`src/rtl/chiplet_vc_link.sv`:
```
// Multi-VC credit-based chiplet link: round-robin arbiter, one registered link stage,
// per-VC RX FIFOs with registered credit return and a sticky overflow flag.
module chiplet_vc_link #(
  parameter int unsigned FLIT_WIDTH      = 40,
  parameter int unsigned NUM_VC          = 2,
  parameter int unsigned FIFO_DEPTH      = 32,
  parameter int unsigned LOG2_FIFO_DEPTH = 5,
  parameter int unsigned VC_W            = 3
) (
  input  logic                                   clk,
  input  logic                                   rst_n,
  input  logic [NUM_VC*FLIT_WIDTH-1:0]           i_tx_flit,
  input  logic [NUM_VC-1:0]                      i_tx_valid,
  output logic [NUM_VC-1:0]                      o_tx_ready,
  output logic [NUM_VC*FLIT_WIDTH-1:0]           o_rx_flit,
  output logic [NUM_VC-1:0]                      o_rx_valid,
  input  logic [NUM_VC-1:0]                      i_rx_ready,
  output logic [NUM_VC*(LOG2_FIFO_DEPTH+1)-1:0]  o_credits,
  output logic                                   o_overflow_err
);

  localparam int unsigned CW = LOG2_FIFO_DEPTH + 1;
  localparam int unsigned PW = LOG2_FIFO_DEPTH;

  logic [CW-1:0]         cred   [NUM_VC];
  logic [CW-1:0]         cnt    [NUM_VC];
  logic [PW-1:0]         wr_ptr [NUM_VC];
  logic [PW-1:0]         rd_ptr [NUM_VC];
  logic [FLIT_WIDTH-1:0] mem    [NUM_VC][FIFO_DEPTH];
  logic [NUM_VC-1:0]     cret;
  logic [VC_W-1:0]       rr_ptr;
  logic                  lnk_valid;
  logic [VC_W-1:0]       lnk_vc;
  logic [FLIT_WIDTH-1:0] lnk_flit;

  logic                  gnt_any;
  logic [VC_W-1:0]       gnt_vc;
  logic [FLIT_WIDTH-1:0] gnt_flit;
  logic [NUM_VC-1:0]     elig;
  logic [NUM_VC-1:0]     accept;
  logic [NUM_VC-1:0]     pop;
  logic [NUM_VC-1:0]     wr_en;
  logic [NUM_VC-1:0]     full;
  logic                  ovf_hit;

  // Round-robin: first eligible VC at or above rr_ptr, else first eligible below it
  always_comb begin
    gnt_any  = 1'b0;
    gnt_vc   = '0;
    gnt_flit = '0;
    elig     = '0;
    for (int unsigned v = 0; v < NUM_VC; v++) begin
      elig[v] = i_tx_valid[v] && (cred[v] != '0);
    end
    for (int unsigned v = 0; v < NUM_VC; v++) begin
      if (!gnt_any && elig[v] && (VC_W'(v) >= rr_ptr)) begin
        gnt_any = 1'b1;
        gnt_vc  = VC_W'(v);
      end
    end
    for (int unsigned v = 0; v < NUM_VC; v++) begin
      if (!gnt_any && elig[v] && (VC_W'(v) < rr_ptr)) begin
        gnt_any = 1'b1;
        gnt_vc  = VC_W'(v);
      end
    end
    for (int unsigned v = 0; v < NUM_VC; v++) begin
      if (gnt_vc == VC_W'(v)) begin
        gnt_flit = i_tx_flit[v*FLIT_WIDTH +: FLIT_WIDTH];
      end
    end
  end

  // Per-VC handshakes and output decode
  always_comb begin
    o_tx_ready = '0;
    accept     = '0;
    pop        = '0;
    wr_en      = '0;
    full       = '0;
    ovf_hit    = 1'b0;
    o_rx_valid = '0;
    o_rx_flit  = '0;
    o_credits  = '0;
    for (int unsigned v = 0; v < NUM_VC; v++) begin
      o_tx_ready[v] = rst_n && gnt_any && (gnt_vc == VC_W'(v));
      accept[v]     = i_tx_valid[v] && o_tx_ready[v];
      full[v]       = (cnt[v] == CW'(FIFO_DEPTH));
      o_rx_valid[v] = (cnt[v] != '0);
      pop[v]        = o_rx_valid[v] && i_rx_ready[v];
      wr_en[v]      = lnk_valid && (lnk_vc == VC_W'(v)) && !full[v];
      ovf_hit       = ovf_hit || (lnk_valid && (lnk_vc == VC_W'(v)) && full[v]);
      if (o_rx_valid[v]) begin
        o_rx_flit[v*FLIT_WIDTH +: FLIT_WIDTH] = mem[v][rd_ptr[v]];
      end
      o_credits[v*CW +: CW] = cred[v];
    end
  end

  // Link stage and arbiter pointer
  always_ff @(posedge clk) begin
    if (!rst_n) begin
      lnk_valid <= 1'b0;
      lnk_vc    <= '0;
      lnk_flit  <= '0;
      rr_ptr    <= '0;
    end else begin
      lnk_valid <= |accept;
      if (|accept) begin
        lnk_vc   <= gnt_vc;
        lnk_flit <= gnt_flit;
        rr_ptr   <= (gnt_vc == VC_W'(NUM_VC - 1)) ? '0 : gnt_vc + VC_W'(1);
      end
    end
  end

  // Credits, credit return, FIFO pointers and occupancy
  always_ff @(posedge clk) begin
    if (!rst_n) begin
      cret           <= '0;
      o_overflow_err <= 1'b0;
      for (int unsigned v = 0; v < NUM_VC; v++) begin
        cred[v]   <= CW'(FIFO_DEPTH);
        cnt[v]    <= '0;
        wr_ptr[v] <= '0;
        rd_ptr[v] <= '0;
      end
    end else begin
      cret <= pop;
      if (ovf_hit) o_overflow_err <= 1'b1;
      for (int unsigned v = 0; v < NUM_VC; v++) begin
        if (accept[v] && !cret[v])      cred[v] <= cred[v] - CW'(1);
        else if (!accept[v] && cret[v]) cred[v] <= cred[v] + CW'(1);
        if (wr_en[v]) wr_ptr[v] <= wr_ptr[v] + PW'(1);
        if (pop[v])   rd_ptr[v] <= rd_ptr[v] + PW'(1);
        if (wr_en[v] && !pop[v])      cnt[v] <= cnt[v] + CW'(1);
        else if (!wr_en[v] && pop[v]) cnt[v] <= cnt[v] - CW'(1);
      end
    end
  end

  // FIFO storage needs no reset; occupancy gates every read
  always_ff @(posedge clk) begin
    for (int unsigned v = 0; v < NUM_VC; v++) begin
      if (wr_en[v]) mem[v][wr_ptr[v]] <= lnk_flit;
    end
  end

endmodule

```
`config.mk`:
```
export PLATFORM = sky130hd
export DESIGN_NAME = chiplet_vc_link
export DESIGN_NICKNAME = d
export VERILOG_FILES = /design/src/rtl/chiplet_vc_link.sv
export SDC_FILE = /design/constraint.sdc
export NUM_CORES = 2
export LEC_CHECK = 0
export ABC_AREA = 1
export BUFFER_PORTS_ARGS = -buffer_cell sky130_fd_sc_hd__buf_2
export CAP_MARGIN = 10
export CORE_MARGIN = 8
export CORE_UTILIZATION = 55
export CTS_BUF_LIST = sky130_fd_sc_hd__clkbuf_4 sky130_fd_sc_hd__clkbuf_8
export CTS_CLUSTER_DIAMETER = 30
export DETAILED_ROUTE_END_ITERATION = 10
export PLACE_DENSITY = 0.71
export SLEW_MARGIN = 15
export SYNTH_ARGS = -nofsm -noshare
export SYNTH_HDL_FRONTEND = slang
export SYNTH_SLANG_ARGS = --single-unit
```
`constraint.sdc`:
```
create_clock -name clk -period 6.9 [get_ports clk]
set_input_delay 0 -clock clk [delete_from_list [all_inputs] [get_ports clk]]
set_output_delay 0 -clock clk [all_outputs]
set_load 0.1 [all_outputs]
```
After elaboration in Yosys (flattened, before gate mapping)
Memory sizes are Yosys's and may differ from the RTL's.
Index checks and enable logic that the tools add are counted.
{"block": "word_totals", "ff_bits": 50, "memories": 5, "mem_bits_rw": 2604, "input_bits": 86, "elab_cells": 188, "out_inout_bits": 97}
{"memory": "mem", "words": 2, "word_bits": 1280, "read_ports": 2, "rd_clocked_by_memory_dff": 0, "write_ports": 1, "line": "29", "source": "logic [FLIT_WIDTH-1:0] mem [NUM_VC][FIFO_DEPTH];"}
{"memory": "cnt", "words": 2, "word_bits": 6, "read_ports": 2, "rd_clocked_by_memory_dff": 0, "write_ports": 2, "line": "26", "source": "logic [CW-1:0] cnt [NUM_VC];"}
{"memory": "cred", "words": 2, "word_bits": 6, "read_ports": 2, "rd_clocked_by_memory_dff": 0, "write_ports": 2, "line": "25", "source": "logic [CW-1:0] cred [NUM_VC];"}
{"memory": "rd_ptr", "words": 2, "word_bits": 5, "read_ports": 2, "rd_clocked_by_memory_dff": 0, "write_ports": 2, "line": "28", "source": "logic [PW-1:0] rd_ptr [NUM_VC];"}
{"memory": "wr_ptr", "words": 2, "word_bits": 5, "read_ports": 2, "rd_clocked_by_memory_dff": 0, "write_ports": 2, "line": "27", "source": "logic [PW-1:0] wr_ptr [NUM_VC];"}
{"block": "classes", "n_lt_le_gt_ge": 10, "reduce_logical": 54, "eq_ne": 4, "addsub": 13, "bitwise": 16, "muxes": 80}
{"cell": "1280-bit two-way mux", "n": 4}
{"cell": "1280-bit OR reduction", "n": 1}
{"cell": "40-bit binary-select mux with 5-bit select", "n": 2}
{"cell": "40-bit demux with 5-bit select", "n": 2}
{"cell": "40-bit two-way mux", "n": 10}
{"cell": "6-bit two-way mux", "n": 8}
{"cell": "1-bit two-way mux", "n": 47}
{"cell": "1-bit logical AND", "n": 32}
{"cell": "6-bit by 1-bit adder with 6-bit output (second input constant)", "n": 4}
{"cell": "6-bit >= comparator (second input constant)", "n": 4}
{"cell": "5-bit inverter with 6-bit output", "n": 4}
{"cell": "6-bit nonzero test", "n": 4}
{"cell": "6-bit by 1-bit subtractor with 6-bit output (second input constant)", "n": 4}
{"cell": "5-bit by 1-bit adder with 5-bit output (second input constant)", "n": 4}
{"cell": "5-bit two-way mux", "n": 4}
{"cell": "1-bit logical NOT", "n": 13}
{"cell": "6-bit equality test (second input constant)", "n": 2}
{"cell": "6-bit by 1-bit < comparator with 1-bit output (second input constant)", "n": 2}
{"cell": "1-bit OR", "n": 12}
{"cell": "3-bit two-way mux", "n": 3}
{"cell": "3-bit by 1-bit equality test with 1-bit output (second input constant)", "n": 2}
{"cell": "1-bit by 3-bit >= comparator with 1-bit output (first input constant)", "n": 2}
{"cell": "3-bit logical NOT", "n": 2}
{"cell": "1-bit by 3-bit < comparator with 1-bit output (first input constant)", "n": 2}
{"cell": "other kinds (3)", "n": 3}

Logic depth before layout (Yosys ltp)
An unclocked memory read counts as a cell.
{"block": "logic_depth", "ltp_word": 27, "depth_mapped": 17, "ltp_nobuf": 17}

Least setup slack after synthesis
Ideal clock, no wire load.
{"block": "synth_path", "kind": "register to register", "from": "memory cred[1][0] in the netlist's numbering", "to": "memory cred[1][5] in the netlist's numbering, data pin", "path_buffers": 1, "setup_ns": 0.257, "required_ns": 6.643, "arrival_ns": 3.686, "stages_incl_launch_ff": 12, "path_slack_ns": 2.957, "path_cell_list": "edfxtp_1 inv_1 ha_1 nand3_1 nand2_1 inv_1 nand2_4 nor2_1 nand2_1 nand3_1 buf_4 a21oi_1"}
{"element": "start, declared", "line": "25"}

==> flow_summary.ini <==
[power]
p_int_mw = 28.9
seq_power_share = 0.448
power_frac_clock = 0.387
p_leak_nw = 41.1
ir_drop_uv = 323
p_per_area_nw_per_um2 = 338
p_sw_mw = 12.0
power_frac_comb = 0.165
finalPower_mw = 40.9
sw_frac_of_total = 0.294

[flow_run]
cap_violations = 0

[sta]
hold-worst-slack_ns = 0.132
max-slew-margin-rel = 0.152
rsz0062_at_grt = no
setup_viol = 0
clock-skew-final_ns = 0.0559
timing.final.ws_setup_ns = 1.56
timing.fmax_ghz = 0.187
post-route-period-util = 0.773
hold_viol = 0
slew_violations = 0
period_needed_ns = 5.34
tightest_slew_ns = 1.27
fin_setup_tns_ns = 0

[detailed_routing]
drc = 0
routed_wl_mm = 306
drt_first_pass_iters = 6
ant_nets = 0
routedWlPerCell_um = 26.2
vias = 72700
drt_iter0_drc = 10600
avgViaCountPerCell = 6.23

[synthesis]
synthArstFlopShare = 0
ys_warn_count = 0
yosysMostFrequentCell = edfxtp_1
synth_edf_count = 2604
synth_nets = 8442
syn_inst = 8332
synth_top_area_cell = edfxtp_1
synth_commonest_cells = edfxtp_1 (2604), nor2_1 (1730), o21ai_0 (1180), nand2_1 (794), nand3_1 (453)
netlist_area_um2 = 106000
synth_top_area_frac = 0.741
synth.avg_cell_area_um2 = 12.7
ys_ff_latch = 2650
synth_ff_type = edfxtp_1
yosysSeqAreaShare = 0.750
ys_types = 35
yosys-top-cells-area = edfxtp_1 (74%), nor2_1 (6.2%), o21ai_0 (5.6%)

[finish]
nets = 8875
final_cells = 11700
fill_cells = 13500
multi_input_area_um2 = 23800
area_delta_synth_final_pct = 14.8
stdcell_area_um2 = 121000
finish.utilization = 0.636
drive_gt1_frac = 0.136
seqCellArea_um2 = 79200

[floorplanning]
die_h_um = 454
io_pins = 183
core_area_um2 = 190000
initial_core_util = 0.554
rows = 160
die_w_um = 454
die_area_um2 = 206000

[setup_path]
crit_type = flip-flop to primary output
cp_max_fo = 41
reg2reg_from = cred[1][0]
critical_path.startpoint_type = flip-flop
rrSetupSlack_ns = 1.64
critPathRequiredTime_ns = 6.90
r2r_end = lnk_flit[13]
cp-end-kind = primary output
r2r_cells = 14
arrival_ns = 5.34

[global_route]
grt_pass1_vias = 70100
grt_usage = 0.288
grt_max_degree = 245
grt_pass1_wl_mm = 446
antenna_found_initial = 7
grt.overflow.total = 0

[run_status]
status = completed

[clock_tree]
cts_buffers = 475
post-cts-setup-buffer-count = 0
cts_resized = 0
clock_latency_ns = 1.11
cts_sinks = 2650
cts_htree_levels = 5
cts_root_buf = clkbuf_8
cts_buffer_depth = 4
cts_tree = done
hold_buffers = 175
clk_pin_slew_ns = 0.06

[worst_hold_path]
min_path_cells = 4
hp-class = input port to flip-flop
hold_start = rst_n
hold_end = wr_ptr[0][1]

[placed_design]
gp_congestion = 0.834
port_buffers = 182
post-place-ws_ns = 2.80
dp_cells = 10600
dp_hpwl_mm = 152
place_area_um2 = 109000
state kept, by name, indices dropped and copies added (netlist names):
register        cells
rr_ptr              1
cret                2
o_overflow_err      1
cnt                12
rd_ptr             10
cred               12
lnk_flit           40
lnk_valid           1
wr_ptr             10
mem              2560
lnk_vc              1
layout make-up:
| class | count | area share |
|---|---|---|
| Timing Repair Buffer | 514 | 0.0334 |
| Multi-Input combinational cell | 4986 | 0.197 |
| Sequential cell | 2650 | 0.654 |
| Tap cell | 2511 | 0.0259 |
| Clock buffer | 589 | 0.0618 |
| Inverter | 138 | 0.00455 |
| Antenna cell | 5 | 0.000103 |
| Clock inverter | 274 | 0.0236 |
layout by cell type (no fill, tap or decap), types with 19 or more instances in the layout:
cell type      instances
edfxtp_1            2604
nor2_1              1664
o21ai_0             1180
nand2_1              793
clkbuf_8             489
nand3_1              452
o22ai_1              311
o211ai_1             228
buf_2                182
dlygate4sd3_1        175
buf_4                141
inv_1                122
o21ai_1              103
clkbuf_4             100
clkinv_2              95
clkinv_1              89
nor2_4                66
bufinv_16             59
o221ai_1              52
a21oi_1               37
clkinvlp_4            32
dfxtp_2               32
nand4_1               29
ha_1                  22
xor2_1                19
worst max path at each step:
stage,end,startpoint,slack (ns),cells after the start
after floorplan,cred[1][5],cred[1][0],2.96,11
after CTS,o_rx_flit[78],rd_ptr[0][8],1.59,8
after global placement,o_rx_flit[78],rd_ptr[0][8],2.79,8
after global routing,lnk_flit[13],cred[1][0],1.37,14
after detailed placement,o_rx_flit[78],rd_ptr[0][8],2.80,8
final,o_rx_flit[78],rd_ptr[0][8],1.56,8
critical path, stage by stage (launching register included):
cell      delay (ns)
edfxtp_1        0.41
clkinv_2        0.70
nor2_4          1.20
buf_12          0.40
nand2_1         0.10
nand4_1         0.19
nand2_1         0.16
nor2_1          0.47
buf_2           0.53
power by group through the flow:
stage	registers (mW)	logic [mW]	clock network (mW)
5_1_grt	18.4	7.14	16.7
2_1_floorplan	18.8	4.36	0
6_report	18.3	6.75	15.9
3_3_place_gp	18.7	6.40	0
4_1_cts	18.3	6.63	15.9
3_5_place_dp	18.7	6.50	0
per-layer routing:
layer	routed length [um]	global-route usage	up-vias
li1	-	-	31400
met1	115000	0.400	35600
met2	140000	0.446	4906
met3	37700	0.0640	785
met4	12800	0.118	8
met5	41	0	-
cells by family (layout without fill, tap and decap cells):
kind of cell             count (synthesis)  after routing  synth area share
AND/OR/NAND/NOR                       3021           3021             0.114
flip-flops                            2650           2650             0.750
AO/OA/AOI/OAI                         1917           1917             0.102
buffers and inverters                  696           1515            0.0292
adder cells (fa/ha/maj)                 24             24           0.00299
XOR/XNOR                                24             24           0.00199
other                                    0              5                 0
No activity file was read; power rests on OpenSTA's default activity.
